===== src/rtl/masked_share_encoder.sv =====
// ----------------------------------------------------------------------------
// masked_share_encoder
//
// Entry stage of the masked datapath. Each unmasked bit (lane) is split into
// NUM_SHARES Boolean shares using fresh randomness:
//   share j (j>=1) = mask j
//   share 0        = data bit XOR all masks of that lane
// The encoded word is registered on push into a 2-entry output buffer
// (head/tail). out_shares is always driven from the head register, so there
// is no combinational path from in_data/in_rand to out_shares.
//
// Ports:
//   in_clock          clock, rising edge
//   in_reset_n        asynchronous reset, active-low
//   in_data           unmasked value, WIDTH bits
//   in_data_valid     in_data is valid
//   out_data_ready    data accepted this cycle (needs rand valid and room)
//   in_rand           masks, lane i mask j at bit i*(NUM_SHARES-1)+(j-1)
//   in_rand_valid     in_rand is valid
//   out_rand_ready    randomness consumed this cycle (needs data valid and room)
//   out_shares        lane i at [i*NUM_SHARES +: NUM_SHARES], share 0 at LSB
//   out_shares_valid  head entry is valid
//   in_shares_ready   downstream accepts out_shares
// ----------------------------------------------------------------------------
module masked_share_encoder #(
    parameter int unsigned NUM_SHARES = 2,
    parameter int unsigned WIDTH      = 8
) (
    input  logic                              in_clock,
    input  logic                              in_reset_n,
    input  logic [WIDTH-1:0]                  in_data,
    input  logic                              in_data_valid,
    output logic                              out_data_ready,
    input  logic [WIDTH*(NUM_SHARES-1)-1:0]   in_rand,
    input  logic                              in_rand_valid,
    output logic                              out_rand_ready,
    output logic [WIDTH*NUM_SHARES-1:0]       out_shares,
    output logic                              out_shares_valid,
    input  logic                              in_shares_ready
);

    typedef enum logic [1:0] {
        ST_EMPTY = 2'd0,
        ST_ONE   = 2'd1,
        ST_FULL  = 2'd2
    } state_t;

    state_t                        r_state;
    state_t                        w_state_next;

    logic [WIDTH*NUM_SHARES-1:0]   w_enc;
    logic [WIDTH*NUM_SHARES-1:0]   r_head;
    logic [WIDTH*NUM_SHARES-1:0]   r_tail;

    logic                          w_full;
    logic                          w_push;
    logic                          w_pop;
    logic                          w_head_from_enc;
    logic                          w_head_from_tail;
    logic                          w_tail_from_enc;

    // ------------------------------------------------------------------
    // Share encoding: masks pass straight through as shares 1..N-1,
    // share 0 absorbs the data bit and every mask of the lane.
    // ------------------------------------------------------------------
    for (genvar gi = 0; gi < WIDTH; gi++) begin : g_lane
        logic [NUM_SHARES-2:0] w_masks;
        assign w_masks = in_rand[gi*(NUM_SHARES-1) +: (NUM_SHARES-1)];
        assign w_enc[gi*NUM_SHARES +: NUM_SHARES] = {w_masks, in_data[gi] ^ (^w_masks)};
    end

    // ------------------------------------------------------------------
    // Join handshake: data and randomness are only ever consumed together.
    // Readies are forced low while reset is asserted.
    // ------------------------------------------------------------------
    assign w_full         = (r_state == ST_FULL);
    assign w_push         = in_data_valid & in_rand_valid & ~w_full;
    assign w_pop          = out_shares_valid & in_shares_ready;
    assign out_data_ready = in_reset_n & ~w_full & in_rand_valid;
    assign out_rand_ready = in_reset_n & ~w_full & in_data_valid;

    assign out_shares       = r_head;
    assign out_shares_valid = (r_state != ST_EMPTY);

    // ------------------------------------------------------------------
    // Buffer occupancy FSM
    // ------------------------------------------------------------------
    always_ff @(posedge in_clock or negedge in_reset_n) begin
        if (!in_reset_n) begin
            r_state <= ST_EMPTY;
        end else begin
            r_state <= w_state_next;
        end
    end

    always_comb begin
        w_state_next     = r_state;
        w_head_from_enc  = 1'b0;
        w_head_from_tail = 1'b0;
        w_tail_from_enc  = 1'b0;
        case (r_state)
            ST_EMPTY: begin
                if (w_push) begin
                    w_state_next    = ST_ONE;
                    w_head_from_enc = 1'b1;
                end
            end
            ST_ONE: begin
                if (w_push && w_pop) begin
                    // Head leaves and the new entry replaces it in place.
                    w_head_from_enc = 1'b1;
                end else if (w_push) begin
                    w_state_next    = ST_FULL;
                    w_tail_from_enc = 1'b1;
                end else if (w_pop) begin
                    w_state_next    = ST_EMPTY;
                end
            end
            ST_FULL: begin
                // No push can occur while full; only the tail shift remains.
                if (w_pop) begin
                    w_state_next     = ST_ONE;
                    w_head_from_tail = 1'b1;
                end
            end
            default: begin
                w_state_next = ST_EMPTY;
            end
        endcase
    end

    // ------------------------------------------------------------------
    // Entry storage. Popped entries are not cleared.
    // ------------------------------------------------------------------
    always_ff @(posedge in_clock or negedge in_reset_n) begin
        if (!in_reset_n) begin
            r_head <= '0;
            r_tail <= '0;
        end else begin
            if (w_head_from_enc) begin
                r_head <= w_enc;
            end else if (w_head_from_tail) begin
                r_head <= r_tail;
            end
            if (w_tail_from_enc) begin
                r_tail <= w_enc;
            end
        end
    end

endmodule


===== config.mk =====
export PLATFORM = sky130hd
export DESIGN_NAME = masked_share_encoder
export DESIGN_NICKNAME = d
export VERILOG_FILES = /design/src/rtl/masked_share_encoder.sv
export SDC_FILE = /design/constraint.sdc
export NUM_CORES = 1
export LEC_CHECK = 0
export BUFFER_PORTS_ARGS = -buffer_cell sky130_fd_sc_hd__buf_2
export CORE_ASPECT_RATIO = 1.2
export CORE_MARGIN = 2
export CORE_UTILIZATION = 47
export DETAILED_ROUTE_END_ITERATION = 6
export HOLD_SLACK_MARGIN = 0.12
export PLACE_DENSITY = 0.86
export SLEW_MARGIN = 10
export SYNTH_ARGS = -nofsm -noshare
export SYNTH_HDL_FRONTEND = slang
export SYNTH_SLANG_ARGS = --single-unit

===== constraint.sdc =====
create_clock -name in_clock -period 1.35 [get_ports in_clock]
set_input_delay 0.135 -clock in_clock [delete_from_list [all_inputs] [get_ports in_clock]]
set_output_delay 0.135 -clock in_clock [all_outputs]
set_load 0.01 [all_outputs]

=== After elaboration in Yosys (flattened, before gate mapping) ===
Index checks and enable logic that the tools add are counted.

* Equal/unequal tests: 6
* Multiplexer cells: 15
* Bitwise gates (word level): 15
* Reductions and logical operators: 5

{| class="wikitable"
|+ Operators by type and width
! kind !! number
|-
| $mux W16 || 2
|-
| $mux W2 || 5
|-
| $xor A1 B1 Y1 || 8
|-
| $and A1 B1 Y1 || 6
|-
| $mux W1 || 6
|-
| $pmux W2 S3 || 1
|-
| $ne A2 B2 Y1 const B || 2
|-
| $reduce_and A4 Y1 || 1
|-
| $reduce_bool A2 Y1 || 2
|-
| $ne A3 B3 Y1 const B || 1
|-
| $eq A2 B1 Y1 const B || 1
|-
| $eq A2 B2 Y1 const B || 1
|-
| $logic_not A2 Y1 || 1
|-
| $ne A2 B1 Y1 const B || 1
|-
| $pmux W1 S2 || 1
|-
| $logic_and A1 B1 Y1 || 1
|-
| $not A1 Y1 || 1
|}

* Register bits: 34
* Output and inout port bits: 19

=== Depth between registers and ports, before layout ===
* Depth after elaboration: 7
* Depth in mapped cells: 4

=== Worst setup path before layout ===
OpenSTA, ideal clock, no wires.

* Path type: register to register
* From: register r_state[1]
* To: register r_tail[10]
* Library setup time: 0.125 ns
* Arrival: 1.237 ns
* Setup slack: -0.012 ns
* Stages on the path, launching flop included: 5
* Buffers on the path: 1
* Period minus slack after synthesis: 1.362 ns
* Cell sequence: dfrtp_1 -> nand3b_4 -> nor2_8 -> buf_6 -> mux2_4

* Longest elaborated chain between the ends: 6
* Elaborated cells between the ends (all ways): 10
* Those cells by class: eq/ne: 2; mux: 3; bitwise: 3; reduce/logical: 2

{| class="wikitable"
|+ Ends and longest elaborated chain
! element !! RTL line !! text
|-
| from (decl) || 48 || <nowiki>state_t r_state;</nowiki>
|-
| from (signal assigned) || 92 || <nowiki>r_state <= w_state_next;</nowiki>
|-
| $eq A2 B2 Y1 || 76 || <nowiki>assign w_full = (r_state == ST_FULL);</nowiki>
|-
| $not A1 Y1 || 77 || <nowiki>assign w_push = in_data_valid & in_rand_valid & ~w_full;</nowiki>
|-
| $and A1 B1 Y1 || 77 ||
|-
| $mux W1 / $logic_and A1 B1 Y1 (equally long branches) || 112, 109 ||
|-
| $mux W1 || 109 || <nowiki>if (w_push && w_pop) begin</nowiki>
|-
| $mux W1 * || 101 || <nowiki>case (r_state)</nowiki>
|-
| to (signal assigned) || 146 || <nowiki>r_tail <= w_enc;</nowiki>
|-
| to (decl) || 53 || <nowiki>logic [WIDTH*NUM_SHARES-1:0] r_tail;</nowiki>
|}

Every way passes the cells marked *; elsewhere a longest branch is shown, timed or not.
A chain may end at the register's enable or synchronous reset.

=== Worst setup path in the final report ===
* From: register r_state[0]
* To: register r_head[0], in the netlist out_shares[0]

* Longest elaborated chain between the ends: 7
* Elaborated cells between the ends (all ways): 15
* Those cells by class: eq/ne: 2; mux: 6; bitwise: 3; reduce/logical: 4

{| class="wikitable"
|+ Ends and longest elaborated chain
! element !! RTL line !! text
|-
| $eq A2 B2 Y1 || 76, 101 ||
|-
| $not A1 Y1 || 77 ||
|-
| $and A1 B1 Y1 || 77 ||
|-
| $logic_and A1 B1 Y1 || 109 ||
|-
| $mux W1 || 109 ||
|-
| $pmux W1 S2 || 101 ||
|-
| $mux W16 / $reduce_bool A2 Y1 (equally long branches) || - ||
|-
| to (signal assigned) || 141 || <nowiki>r_head <= w_enc;</nowiki>
|-
| to (signal assigned) || 143 || <nowiki>r_head <= r_tail;</nowiki>
|-
| to (decl) || 52 || <nowiki>logic [WIDTH*NUM_SHARES-1:0] r_head;</nowiki>
|}

Parallel ways exist; a longest one is shown, timed or not.

==> impl_metrics.toml <==
[sta]
fin_ws_ns = 0.0000832
fin_crit_sh = 1.00
rsz0062_at_grt = "yes"
min_period_ns = 1.35
relSlewSlack = 0.721
max_freq_mhz = 741
skew_ns = 0.00911
drv_slew = 0
setup_viol = 0
worst_pin_slew_ns = 0.418
hold_viol = 0
setup_tns_ns = 0

[cells_and_area]
seq_area_um2 = 852
multi_input_area_um2 = 790
nNetsFinal = 204
diodes = 0
final_cell_mix = "buf_2 (37), dfrtp_1 (33), mux2i_1 (12), mux2_4 (12)"
syn_to_final_growth_pct = 33.0
fillCellCount = 238
final_common_cell = "buf_2"
drive_gt1_frac = 0.478
utilization = 0.654

[worst_setup_path]
end_kind = "flip-flop"
timing.rr.start = "r_state[0]$_DFFE_PN0P_"
cp.arrival_ns = 1.52
crit_buf_inv = 0
required_ns = 1.52
critical_path_cell_count = 3
crit_path_end = "out_shares[0]$_DFFE_PN0P_"
rr_endpoint = "out_shares[0]$_DFFE_PN0P_"
cp_max_fo = 7
crit_chain = "and3b_4, a21oi_4, a221o_1"
start_kind = "flip-flop"
ff2ff_setup_slack_ns = 0.00008
slowest_stage = "dfrtp_2"
max_stage_delay_ns = 0.46
worst-setup-path-type = "flip-flop to flip-flop"
startpoint = "r_state[0]$_DFFE_PN0P_"
worstRegToRegCells = 3
crit_family = "flip-flops"

[drt]
drtIter0Drc = 42
drcViolationCount = 0
wl_per_cell_um = 18.0
via_count = 1277
via_per_inst = 5.78
routed_wl_um = 3990
drtPass1Iterations = 4
ant_nets = 0

[synth]
syn_inst = 123
synth.net_count = 144
syn-mean-instance-area_um2 = 13.5
synth_compound_area_frac = 0.0930
yosysUniqueCellTypes = 30
netlist_area_um2 = 1660
yosysTopAreaCell = "dfrtp_1"
synth_area_leaders = "dfrtp_1 (51%), mux2i_1 (7.9%), mux2_4 (7.3%)"
ys_seq_area_frac = 0.514
synth_xor_area_frac = 0.0423
ys_ff_latch = 34
synthMuxAreaShare = 0.192
yosys_warnings = 0
synth_top_area_share = 0.514
yosys.area_share.adder = 0
yosys.area_share.simple = 0.128
synth_top_family_by_area = "multiplexers"

[place]
dp_slack_ns = -0.0142
io_buffers = 39
place_hpwl_um = 2620
routabilityCongestion = 0.809

[clock_tree]
cts_buffers = 5
path_clk_slew_ns = 0.07
htreeDepth = 2
cts_root_buffer = "clkbuf_8"
cts_tree = "done"
clock_sinks = 34
clockBufferDepth = 2
insertion_delay_ns = 0.29

[power_and_ir_drop]
pwr-share-comb = 0.289
pwr-share-clk = 0.238
seqPwrFrac = 0.473
swShare = 0.302
power.internal_mw = 2.31
switchingPower_mw = 1.00
vdd_ir_drop_max_v = 0.00113
power_density_nw_per_um2 = 1500
leakagePower_nw = 1.11

[floorplan]
io_pins = 40
start_util = 0.492
dieHeight_um = 69.0
placementRows = 23
die_w_um = 58.2
die-area_um2 = 4010
core-area_um2 = 3370

[global_route]
grt_usage = 0.215
grt_pass1_wl_um = 6540
grt_max_degree = 35
first_global_vias = 1311
antenna_found_initial = 0
grt_overflow = 0

[flow_run]
maxCapViolCount = 0

[worst_hold_path]
hold_path.class = "primary input to flip-flop"

[run_status]
status = "finished clean"
[timing repair]
action                     in CTS  in global routing
hold buffers                    5                  1
setup endpoints to repair      20                 24
buffers inserted                4                  1
resized for setup               8                  5
hold endpoints to repair       39                  1
pin swaps                       2                  6
[kinds of logic (layout without fill, tap and decap cells)]
family / Yosys count / count (layout)
buffers and inverters: 5 / 66
multiplexers: 27 / 27
flip-flops: 34 / 34
AND/OR/NAND/NOR: 27 / 27
XOR/XNOR: 8 / 8
AO/OA/AOI/OAI: 22 / 22
[metrics by stage]
step / cells / hold slack (ns) / total power, mW / cell area (um^2)
2_1_floorplan: 123 / -0.161 / 2.08 / 1660
3_3_place_gp: 202 / 0.254 / 2.37 / 1960
3_5_place_dp: 202 / 0.257 / 2.42 / 1960
4_1_cts: 219 / 0.122 / 3.28 / 2170
5_1_grt: 221 / 0.124 / 3.49 / 2200
6_report: 221 / 0.127 / 3.31 / 2200
[routing by layer]
layer  vias to the layer above  global-route usage  part of all wire
li1                        565                   -                 -
met1                       668               0.264              0.40
met5                         -                   0                 0
met4                         0              0.0879             0.019
met3                        10              0.0469             0.036
met2                        34               0.361              0.54
[power groups by stage]
stage,Clock [mW],Sequential (mW),Combinational [mW]
2_1_floorplan,0,1.57,0.510
3_3_place_gp,0,1.53,0.832
3_5_place_dp,0,1.56,0.868
4_1_cts,0.800,1.55,0.934
5_1_grt,0.856,1.61,1.03
6_report,0.789,1.57,0.956
[cell usage after synthesis]
master / instances
nand3b_4: 1
a221o_1: 6
and2b_4: 1
mux2_4: 8
nor2_8: 1
xnor2_1: 2
mux2_2: 6
and3b_4: 1
and2_0: 1
buf_6: 1
nand2_1: 1
xor2_1: 6
o21ai_0: 8
nand3_1: 8
and3_1: 2
nand2b_1: 1
nand3b_1: 1
buf_2: 1
or2_2: 1
o22ai_1: 2
buf_4: 2
dfrtp_1: 34
mux2i_1: 13
and2_1: 5
buf_12: 1
nand2b_4: 1
nor2_4: 1
and3b_2: 1
a21oi_1: 5
a21oi_4: 1
[registers in the layout, indices dropped and copies added (netlist names)]
signal,count
out_shares,16
r_tail,16
r_state,2
[final cells by class]
cell class / instances / area share
sequential: 34 / 0.387
multi-input combinational: 84 / 0.359
clock buffer: 6 / 0.0375
clock inverter: 2 / 0.00568
tap: 37 / 0.0210
timing repair buffer: 58 / 0.190
[how the worst min path moves through the flow]
stage / start / cells after the start / slack (ns) / end
6_report: in_rand[3] / 2 / 0.13 / r_tail[7]$_DFFE_PN0P_
5_1_grt: in_rand[3] / 2 / 0.12 / r_tail[7]$_DFFE_PN0P_
4_1_cts: in_rand[6] / 2 / 0.12 / r_tail[13]$_DFFE_PN0P_
3_5_place_dp: in_reset_n / 2 / 0.26 / r_tail[11]$_DFFE_PN0P_
3_3_place_gp: in_reset_n / 2 / 0.25 / out_shares[9]$_DFFE_PN0P_
2_1_floorplan: in_reset_n / 0 / -0.16 / out_shares[0]$_DFFE_PN0P_
(Power assumes the default switching activity.)
